==> config.mk <==
export PLATFORM = sky130hd
export DESIGN_NAME = crc_stream_engine
export DESIGN_NICKNAME = d
export VERILOG_FILES = /design/src/rtl/crc_stream_engine.sv
export SDC_FILE = /design/constraint.sdc
export NUM_CORES = 1
export LEC_CHECK = 0
export ABC_CLOCK_PERIOD_IN_PS = 2500
export CAP_MARGIN = 20
export CORE_ASPECT_RATIO = 1.75
export CORE_MARGIN = 4
export CORE_UTILIZATION = 30
export CTS_BUF_LIST = sky130_fd_sc_hd__clkbuf_4 sky130_fd_sc_hd__clkbuf_8 sky130_fd_sc_hd__clkbuf_16
export DETAILED_ROUTE_END_ITERATION = 10
export PLACE_DENSITY = 0.61
export SYNTH_ARGS = -nofsm -noshare
export SYNTH_HDL_FRONTEND = slang
export SYNTH_SLANG_ARGS = --single-unit
==> constraint.sdc <==
create_clock -name clk -period 2.5 [get_ports clk]
set_input_delay 0.5 -clock clk [delete_from_list [all_inputs] [get_ports clk]]
set_output_delay 0.5 -clock clk [all_outputs]
set_load 0.02 [all_outputs]
==> src/rtl/crc_stream_engine.sv <==
// rtl/crc_stream_engine.sv - framed valid/ready CRC engine, one DATA_W beat folded per clock
`timescale 1ns/1ps
module crc_stream_engine #(
  parameter int unsigned      DATA_W  = 8,
  parameter int unsigned      CRC_W   = 16,
  parameter logic [CRC_W-1:0] POLY    = CRC_W'(16'h1021),
  parameter logic [CRC_W-1:0] INIT    = CRC_W'(16'hFFFF),
  parameter logic [CRC_W-1:0] XOR_OUT = CRC_W'(16'h0000),
  parameter int unsigned      CNT_W   = 16
) (
  input  logic              clk,
  input  logic              rst_n,
  input  logic              start,
  input  logic              in_valid,
  input  logic [DATA_W-1:0] in_data,
  input  logic              in_last,
  output logic              in_ready,
  output logic [CRC_W-1:0]  crc_out,
  output logic              crc_valid,
  input  logic              out_ready,
  output logic [CNT_W-1:0]  beat_count,
  output logic              busy
);

  typedef enum logic [1:0] {S_IDLE, S_ACCUM, S_DONE} state_t;

  state_t            state;
  logic [CRC_W-1:0]  crc_reg;
  logic [CRC_W-1:0]  crc_next;
  logic [CNT_W-1:0]  cnt_inc;
  logic              beat_acc;

  // Whole beat folded MSB-first in one cycle; the loop unrolls into an XOR tree.
  function automatic logic [CRC_W-1:0] crc_step(input logic [CRC_W-1:0] c_in,
                                                input logic [DATA_W-1:0] d);
    logic [CRC_W-1:0] c;
    logic             fb;
    c = c_in;
    for (int i = DATA_W - 1; i >= 0; i--) begin
      fb = c[CRC_W-1] ^ d[i];
      c  = c << 1;
      if (fb) c = c ^ POLY;
    end
    return c;
  endfunction

  always_comb begin
    crc_next = crc_step(crc_reg, in_data);
    cnt_inc  = (beat_count == {CNT_W{1'b1}}) ? beat_count : beat_count + CNT_W'(1);
    in_ready = (state == S_ACCUM) && !start;
    beat_acc = in_valid && in_ready;
  end

  always_ff @(posedge clk or negedge rst_n) begin
    if (!rst_n) begin
      state      <= S_IDLE;
      crc_reg    <= INIT;
      crc_out    <= '0;
      crc_valid  <= 1'b0;
      beat_count <= '0;
      busy       <= 1'b0;
    end else begin
      case (state)
        S_IDLE: begin
          if (start) begin
            crc_reg    <= INIT;
            beat_count <= '0;
            state      <= S_ACCUM;
            busy       <= 1'b1;
          end
        end
        S_ACCUM: begin
          if (start) begin
            crc_reg    <= INIT;
            beat_count <= '0;
          end else if (beat_acc) begin
            crc_reg    <= crc_next;
            beat_count <= cnt_inc;
            if (in_last) begin
              crc_out   <= crc_next ^ XOR_OUT;
              crc_valid <= 1'b1;
              state     <= S_DONE;
            end
          end
        end
        S_DONE: begin
          // A start that arrives before the result is taken is dropped so the result survives.
          if (crc_valid && out_ready) begin
            crc_valid <= 1'b0;
            if (start) begin
              crc_reg    <= INIT;
              beat_count <= '0;
              state      <= S_ACCUM;
            end else begin
              state <= S_IDLE;
              busy  <= 1'b0;
            end
          end
        end
        default: begin
          state <= S_IDLE;
          busy  <= 1'b0;
        end
      endcase
    end
  end

endmodule

==> Yosys cells after proc, flatten, opt, wreduce, memory -nomap -nowiden <==
Index checks and enable logic that the tools add are counted.
{ "classes": {"add_sub_neg": 1, "eq_ne": 11, "mux": 35, "n_bitwise": 18, "n_reduce_logical": 13} }
{ "ops": {"columns": ["op", "count"], "rows": [
  ["$mux 16", 9],
  ["$mux 13", 8],
  ["$pmux 16 s3", 2],
  ["$not 3->3", 8],
  ["$add 16x1->16 const B", 1],
  ["$eq 16x16->1 const B", 1],
  ["$ne 2x2->1 const B", 6],
  ["$reduce_and 4->1", 3],
  ["$mux 2", 5],
  ["$reduce_and 5->1", 2],
  ["$mux 1", 8],
  ["$xor 1x1->1", 8],
  ["$ne 3x3->1 const B", 2],
  ["$pmux 2 s3", 1],
  ["$logic_and 1x1->1", 3],
  ["$pmux 1 s3", 1],
  ["$reduce_and 3->1", 1],
  ["$reduce_bool 3->1", 1],
  ["$eq 2x1->1 const B", 1],
  ["$eq 2x2->1 const B", 1],
  ["$logic_not 2->1", 1],
  ["$not 1->1", 2],
  ["$pmux 1 s2", 1],
  ["$reduce_bool 2->1", 1],
  ["$logic_not 1->1", 1]
]} }
{ "word_totals": {"reg_bits": 52, "word_cells": 84} }

==> Longest topological paths before layout <==
Gate-level depths: netlist of the first run.
{ "depth": {"depth_word": 19, "depth_mapped": 8, "depth_no_buf": 7} }

==> Least setup slack after synthesis of the first run <==
No wires, ideal clock.
{ "synth_timing": {"kind": "reg-to-reg", "startpoint": "reg beat_count[0]", "endpoint": "reg beat_count[15]", "setup_ns": 0.127, "arrival_time_ns": 2.011, "required_time_ns": 2.373, "setup_slack_ns": 0.362, "path_stages_with_launch": 7, "path_buffers": 0, "cell_sequence": "dfrtp_1 -> ha_1 -> nand3_1 -> nor3_2 -> a211oi_2 -> nand4_1 -> mux2_1"} }
{ "synth_between": {"elab_chain_cells": 5, "elab_cells_between_ends": 8, "classes_between": "1 x add/sub; 2 x eq/ne; 4 x mux; 1 x reduce/logical"} }
{ "synth_rtl": {"columns": ["element", "line", "text"], "rows": [
  ["from (decl)", "21", "output logic [CNT_W-1:0] beat_count,"],
  ["from (signal assigned)", "78", "beat_count <= cnt_inc;"],
  ["$add 16x1->16", "49", "cnt_inc = (beat_count == {CNT_W{1'b1}}) ? beat_count : beat_count + CNT_W'(1);"],
  ["$mux 16", "49", null],
  ["$mux 16", "76", "end else if (beat_acc) begin"],
  ["$mux 16", "73", "if (start) begin"],
  ["$pmux 16 s3", "63", "case (state)"]
]} }
Parallel ways exist; a longest one is shown, timed or not. The select of a mux whose other input is x is not followed.
A chain may end at the register's enable or synchronous reset.

==> Worst setup path after layout of the first run <==
{ "layout_timing": {"startpoint": "in start", "endpoint": "out in_ready"} }
{ "layout_between": {"elab_chain_cells": 2} }
{ "layout_rtl": {"columns": ["element", "line", "text"], "rows": [
  ["from (decl)", "13", "input logic start,"],
  ["$logic_not 1->1", "50", "in_ready = (state == S_ACCUM) && !start;"],
  ["$logic_and 1x1->1", "50", null],
  ["to (decl)", "17", "output logic in_ready,"]
]} }
Every way passes these cells.

==> results of run 1 <==
-- per-stage QoR --
step | worst slack (ns) | cell area [sq um] | utilization | power (W)
after floorplan | 0.362 | 2560 | - | 0.00192
after global placement | 0.0560 | 3240 | 0.390 | 0.00246
after detailed placement | 0.0559 | 3240 | 0.390 | 0.00248
after CTS | 0.0562 | 3420 | 0.412 | 0.00330
after global routing | 0.0196 | 3420 | 0.412 | 0.00347
final | 0.0583 | 3420 | 0.412 | 0.00325
-- logic make-up after synthesis --
logic type                 share of synthesized area
and+or+nand+nor                                0.158
AOI/OAI and AO/OA                              0.159
DFF                                            0.516
xor gates and xnor gates                       0.110
buffers and inverters                         0.0337
muxes                                         0.0176
adders and majority gates                    0.00489
-- placed cells by master, fill, tap and decap left out, types with 2 or more instances in the layout --
master           synthesis  final
clkdlybuf4s50_1          0     47
dfrtp_1                 36     36
nand2_1                 29     29
xnor2_1                 26     26
nor2_1                  24     24
a21oi_1                 20     20
o21ai_0                 19     18
dfstp_2                 16     16
buf_4                    1     15
nand3_1                 10     10
xor2_1                   6      6
clkbuf_16                0      5
and4_1                   3      3
nand4_1                  3      3
a211oi_1                 3      3
o22a_1                   3      3
mux2_2                   3      3
clkinv_4                 1      2
nand4b_1                 2      2
or3_1                    2      2
inv_1                    2      2
o211ai_1                 2      2
a2111oi_4                2      2
-- worst max-delay path, delay by kind of cell --
family	cells	cell delay (ns)
buffers and inverters	3	1.08
AND/OR/NAND/NOR	1	0.37
-- final timing paths --
path                       slack (ns)           start  cells after the start             end
max                              0.06           start                      4        in_ready
min                              0.31           rst_n                      2  beat_count[15]
max reg2reg                      0.59  beat_count[11]                      5  beat_count[15]
min reg2reg                      0.49     crc_out[10]                      2     crc_out[10]
max in group asynchronous        1.74           rst_n                      2     crc_out[11]
min in group clk                 0.49     crc_out[10]                      2     crc_out[10]
-- area by class of cell --
cell class              count  area share
repair buffers             64       0.178
clock inverters             2      0.0113
clock buffers               6      0.0406
flip-flops and latches     52       0.386
well taps                 115      0.0420
multi-input cells         177       0.336
inverters                   4     0.00585
-- power breakdown --
group | internal (W) | total, W | switching (W)
Clock | 0.000502 | 0.000812 | 0.000311
Combinational | 0.000568 | 0.00119 | 0.000622
Sequential | 0.00110 | 0.00125 | 0.000145
Total | 0.00217 | 0.00325 | 0.00108
-- layer usage --
| metal | GRT usage | up-vias | part of all wire |
|---|---|---|---|
| met1 | 0.138 | 1009 | 0.37 |
| met2 | 0.247 | 53 | 0.55 |
| met4 | 0.0807 | 0 | 0.043 |
| met5 | 0 | - | 0 |
| li1 | - | 960 | - |
| met3 | 0.0249 | 16 | 0.037 |
==> flow_summary.json, run 1 <==
{
  "status": "completed",
  "syn_avg_cell_area_sq_um": 10.5,
  "min_period_ns": 2.44,
  "setup_tns_ns": 0,
  "die_x_um": 77.8,
  "seq_area_frac_synth": 0.516,
  "synth_ff_type": "dfrtp_1",
  "skew_ns": 0.00283,
  "core-area_sq_um": 8310,
  "placed_cells": 412,
  "cts_tree": "built",
  "track_usage": 0.134,
  "clkSinkCount": 52,
  "finalCritPeriodShare": 0.977,
  "worst_path_largest_cell_delay_ns": 0.59,
  "ctsHoldBuffers": 0,
  "worst_pin_slew_ns": 0.659,
  "hold_ws_ns": 0.315,
  "synthTopCellsByArea": "dfrtp_1 (35%), dfstp_2 (16%), xnor2_1 (8.9%)",
  "synth_edf_count": 0,
  "antenna_found_initial": 0,
  "yosysMostFrequentCell": "dfrtp_1",
  "root_buffer": "clkbuf_16",
  "drtIter0Drc": 67,
  "syn-num-nets": 258,
  "cts.clk_slew.worst_paths_ns": 0.07,
  "synth-seq-cells": 52,
  "dr.pass1.iters": 4,
  "row_count": 44,
  "grt_first_pass_wirelength_mm": 10.5,
  "synth_common_cells": "dfrtp_1 (36), nand2_1 (29), xnor2_1 (26)",
  "instances_no_fill": 420,
  "vias": 2038,
  "nets": 319,
  "drc_errors": 0,
  "place_congestion": 0.904,
  "grt_setup_unrepaired": "no",
  "pin_count": 49,
  "yosysWarnings": 0,
  "power.leakage_nw": 1.31,
  "critPathLaunchType": "primary input",
  "cpMaxStageDelayCell": "clkdlybuf4s50_1",
  "ant_nets": 0,
  "area.growth.synth_to_final_pct": 33.7,
  "cts_buffer_depth": 2,
  "viasPerCell": 4.85,
  "num_antenna_cells": 0,
  "slew_viol_final": 0,
  "dp_hpwl_mm": 4.72,
  "die_h_um": 130,
  "dieArea_sq_um": 10100,
  "synth_top_cell_area_share": 0.352,
  "clock.fmax_mhz": 410,
  "hold_class": "primary input to asynchronous set/reset pin",
  "maxCapViolCount": 0,
  "yosysUniqueCellTypes": 46,
  "yosysTopAreaCell": "dfrtp_1",
  "hold_viol": 0,
  "max-slew-margin-rel": 0.561,
  "powerDensity_nw_per_um2": 950,
  "async_flop_share": 1.00,
  "start_util": 0.308,
  "crit_fanout": 3,
  "setup_violations": 0,
  "multi_input_area_sq_um": 1150,
  "syn_inst": 243,
  "wirelength_mm": 6.27,
  "n_fill_cell": 833,
  "peakVddDrop_v": 0.000335,
  "routedWlPerCell_um": 14.9,
  "grt_overflow_total": 0,
  "seqCellArea_sq_um": 1320,
  "cts_made_buffers": 5,
  "portBuffers": 48,
  "critPathCaptureType": "output pin",
  "htree_levels": 2,
  "clk_latency_ns": 0.29,
  "grt_max_degree": 53,
  "path_cells": "clkdlybuf4s50_1 > or3_4 > clkinv_4 > clkdlybuf4s50_1",
  "drive_above_1_share": 0.187,
  "worstSetupPathType": "primary input to output pin",
  "ctsResizeCount": 0,
  "worstPathArrival_ns": 1.94,
  "post_cts_buffers": 0,
  "syn_area_sq_um": 2560,
  "required_ns": 2.00,
  "grt_pass1_vias": 2117,
  "cpMostUsedCell": "clkdlybuf4s50_1"
}
Note: power is estimated with default switching activity, not from simulation.
==> run 2: changes to the inputs <==
--- a/config.mk
+++ b/config.mk
@@ -12,7 +12,6 @@
 export CORE_UTILIZATION = 30
 export CTS_BUF_LIST = sky130_fd_sc_hd__clkbuf_4 sky130_fd_sc_hd__clkbuf_8 sky130_fd_sc_hd__clkbuf_16
 export DETAILED_ROUTE_END_ITERATION = 10
-export PLACE_DENSITY = 0.61
 export SYNTH_ARGS = -nofsm -noshare
 export SYNTH_HDL_FRONTEND = slang
 export SYNTH_SLANG_ARGS = --single-unit
==> run 2 against run 1 <==
Clock skew up 0.0035 ns. Critical path depth unchanged. Core utilization down 0.50 points. Non-clock buffer count unchanged. Wire length up 3.0%. Die area unchanged. Final area down 1.2%. Clock power down 13%. Sequential cell count unchanged. Fmax up 0.21%. Largest cell class unchanged. Highest routed layer unchanged.
==> flow_summary.json, run 2 (synthesized netlist as in run 1, its figures left out) <==
{
  "antenna_found_initial": 0,
  "setup_tns_ns": 0,
  "htree_levels": 2,
  "place_congestion": 0.891,
  "grt_setup_unrepaired": "no",
  "dieArea_sq_um": 10100,
  "wirelength_mm": 6.45,
  "clock.fmax_mhz": 410,
  "fin_util": 0.407,
  "worst_pin_slew_ns": 0.656,
  "min_period_ns": 2.44,
  "crit_fanout": 3,
  "grt_overflow_total": 0,
  "worstPathArrival_ns": 1.94,
  "drive_above_1_share": 0.187,
  "peakVddDrop_v": 0.000310,
  "required_ns": 2.00,
  "dr.pass1.iters": 4,
  "ctsHoldBuffers": 0,
  "ant_nets": 0,
  "portBuffers": 48,
  "mostFrequentLayoutCells": "clkdlybuf4s50_1 (47), dfrtp_1 (36), nand2_1 (29), xnor2_1 (26), nor2_1 (24)",
  "critPathLaunchType": "primary input",
  "die_h_um": 130,
  "start_util": 0.308,
  "pin_count": 49,
  "clk_latency_ns": 0.29,
  "track_usage": 0.132,
  "vias": 1985,
  "cts_buffer_depth": 2,
  "dp_hpwl_mm": 4.83,
  "cts.clk_slew.worst_paths_ns": 0.07,
  "worstSetupPathType": "primary input to output pin",
  "maxCapViolCount": 0,
  "drc_errors": 0,
  "root_buffer": "clkbuf_16",
  "critPathCaptureType": "output pin",
  "power.leakage_nw": 1.29,
  "setup_violations": 0,
  "die_x_um": 77.8,
  "routedWlPerCell_um": 15.4,
  "powerDensity_nw_per_um2": 928,
  "design_area_sq_um": 3380,
  "hold_class": "primary input to asynchronous set/reset pin",
  "grt_first_pass_wirelength_mm": 10.4,
  "viasPerCell": 4.73,
  "slew_viol_final": 0,
  "finalCritPeriodShare": 0.975,
  "clkSinkCount": 52,
  "max-slew-margin-rel": 0.563,
  "hold_viol": 0,
  "post_cts_buffers": 0,
  "nets": 319,
  "area.growth.synth_to_final_pct": 32.1,
  "place_area_sq_um": 3230,
  "ctsResizeCount": 0,
  "n_fill_cell": 819,
  "row_count": 44,
  "grt_pass1_vias": 2086,
  "hold_ws_ns": 0.316,
  "cts_tree": "built",
  "core-area_sq_um": 8310,
  "status": "completed",
  "cts_made_buffers": 5,
  "drtIter0Drc": 72,
  "num_antenna_cells": 0,
  "skew_ns": 0.00634,
  "final_common_cell": "clkdlybuf4s50_1",
  "grt_max_degree": 53
}
-- run 2: cell count changes in the layout (fill, tap and decap cells not counted) --
cell,change
buf_12,-1
clkinvlp_4,+1
bufinv_16,-1
clkbuf_8,-1
buf_4,+1
clkbuf_4,+1
-- run 2: layer usage --
metal  vias up  global-route usage  part of all wire
met3        19              0.0214             0.035
met1       942               0.134              0.37
li1        968                   -                 -
met5         -                   0                 0
met4         0              0.0755             0.037
met2        56               0.252              0.55
-- run 2: worst max-delay path, stage by stage --
cell and delay (ns):
clkdlybuf4s50_1 0.42, or3_4 0.37, clkinv_4 0.06, clkdlybuf4s50_1 0.59
-- run 2: through the flow --
stage | power (W) | instances | setup slack [ns]
6_report | 0.00314 | 420 | 0.0633
5_1_grt | 0.00334 | 420 | 0.0363
4_1_cts | 0.00319 | 420 | 0.0597
3_5_place_dp | 0.00247 | 412 | 0.0635
3_3_place_gp | 0.00246 | 412 | 0.0609
2_1_floorplan | 0.00192 | 243 | 0.362
-- run 2: path summary, 6_finish.rpt --
path,start,to,cells past startpoint,slack (ns)
worst max-delay path,start,in_ready,4,0.06
worst min-delay path,rst_n,beat_count[14],2,0.32
worst max register to register,state[0],beat_count[15],8,0.47
worst min register to register,crc_out[15],crc_out[15],2,0.48
max in group asynchronous,rst_n,beat_count[5],2,1.74
min in group clk,crc_out[15],crc_out[15],2,0.48
-- run 2: power breakdown --
part / internal, W / switching, W / total (W)
Clock: 0.000385 / 0.000321 / 0.000706
Sequential: 0.00110 / 0.000144 / 0.00125
Combinational: 0.000564 / 0.000622 / 0.00119
Total: 0.00205 / 0.00109 / 0.00314
-- run 2: final cells by class --
cell class	count	area, sq um	share of cell area
Inverter	4	20.0	0.00592
Multi-Input combinational cell	177	1150	0.340
Tap cell	115	144	0.0426
Clock buffer	6	133	0.0392
Sequential cell	52	1320	0.391
Clock inverter	2	16.3	0.00481
Timing Repair Buffer	64	596	0.176
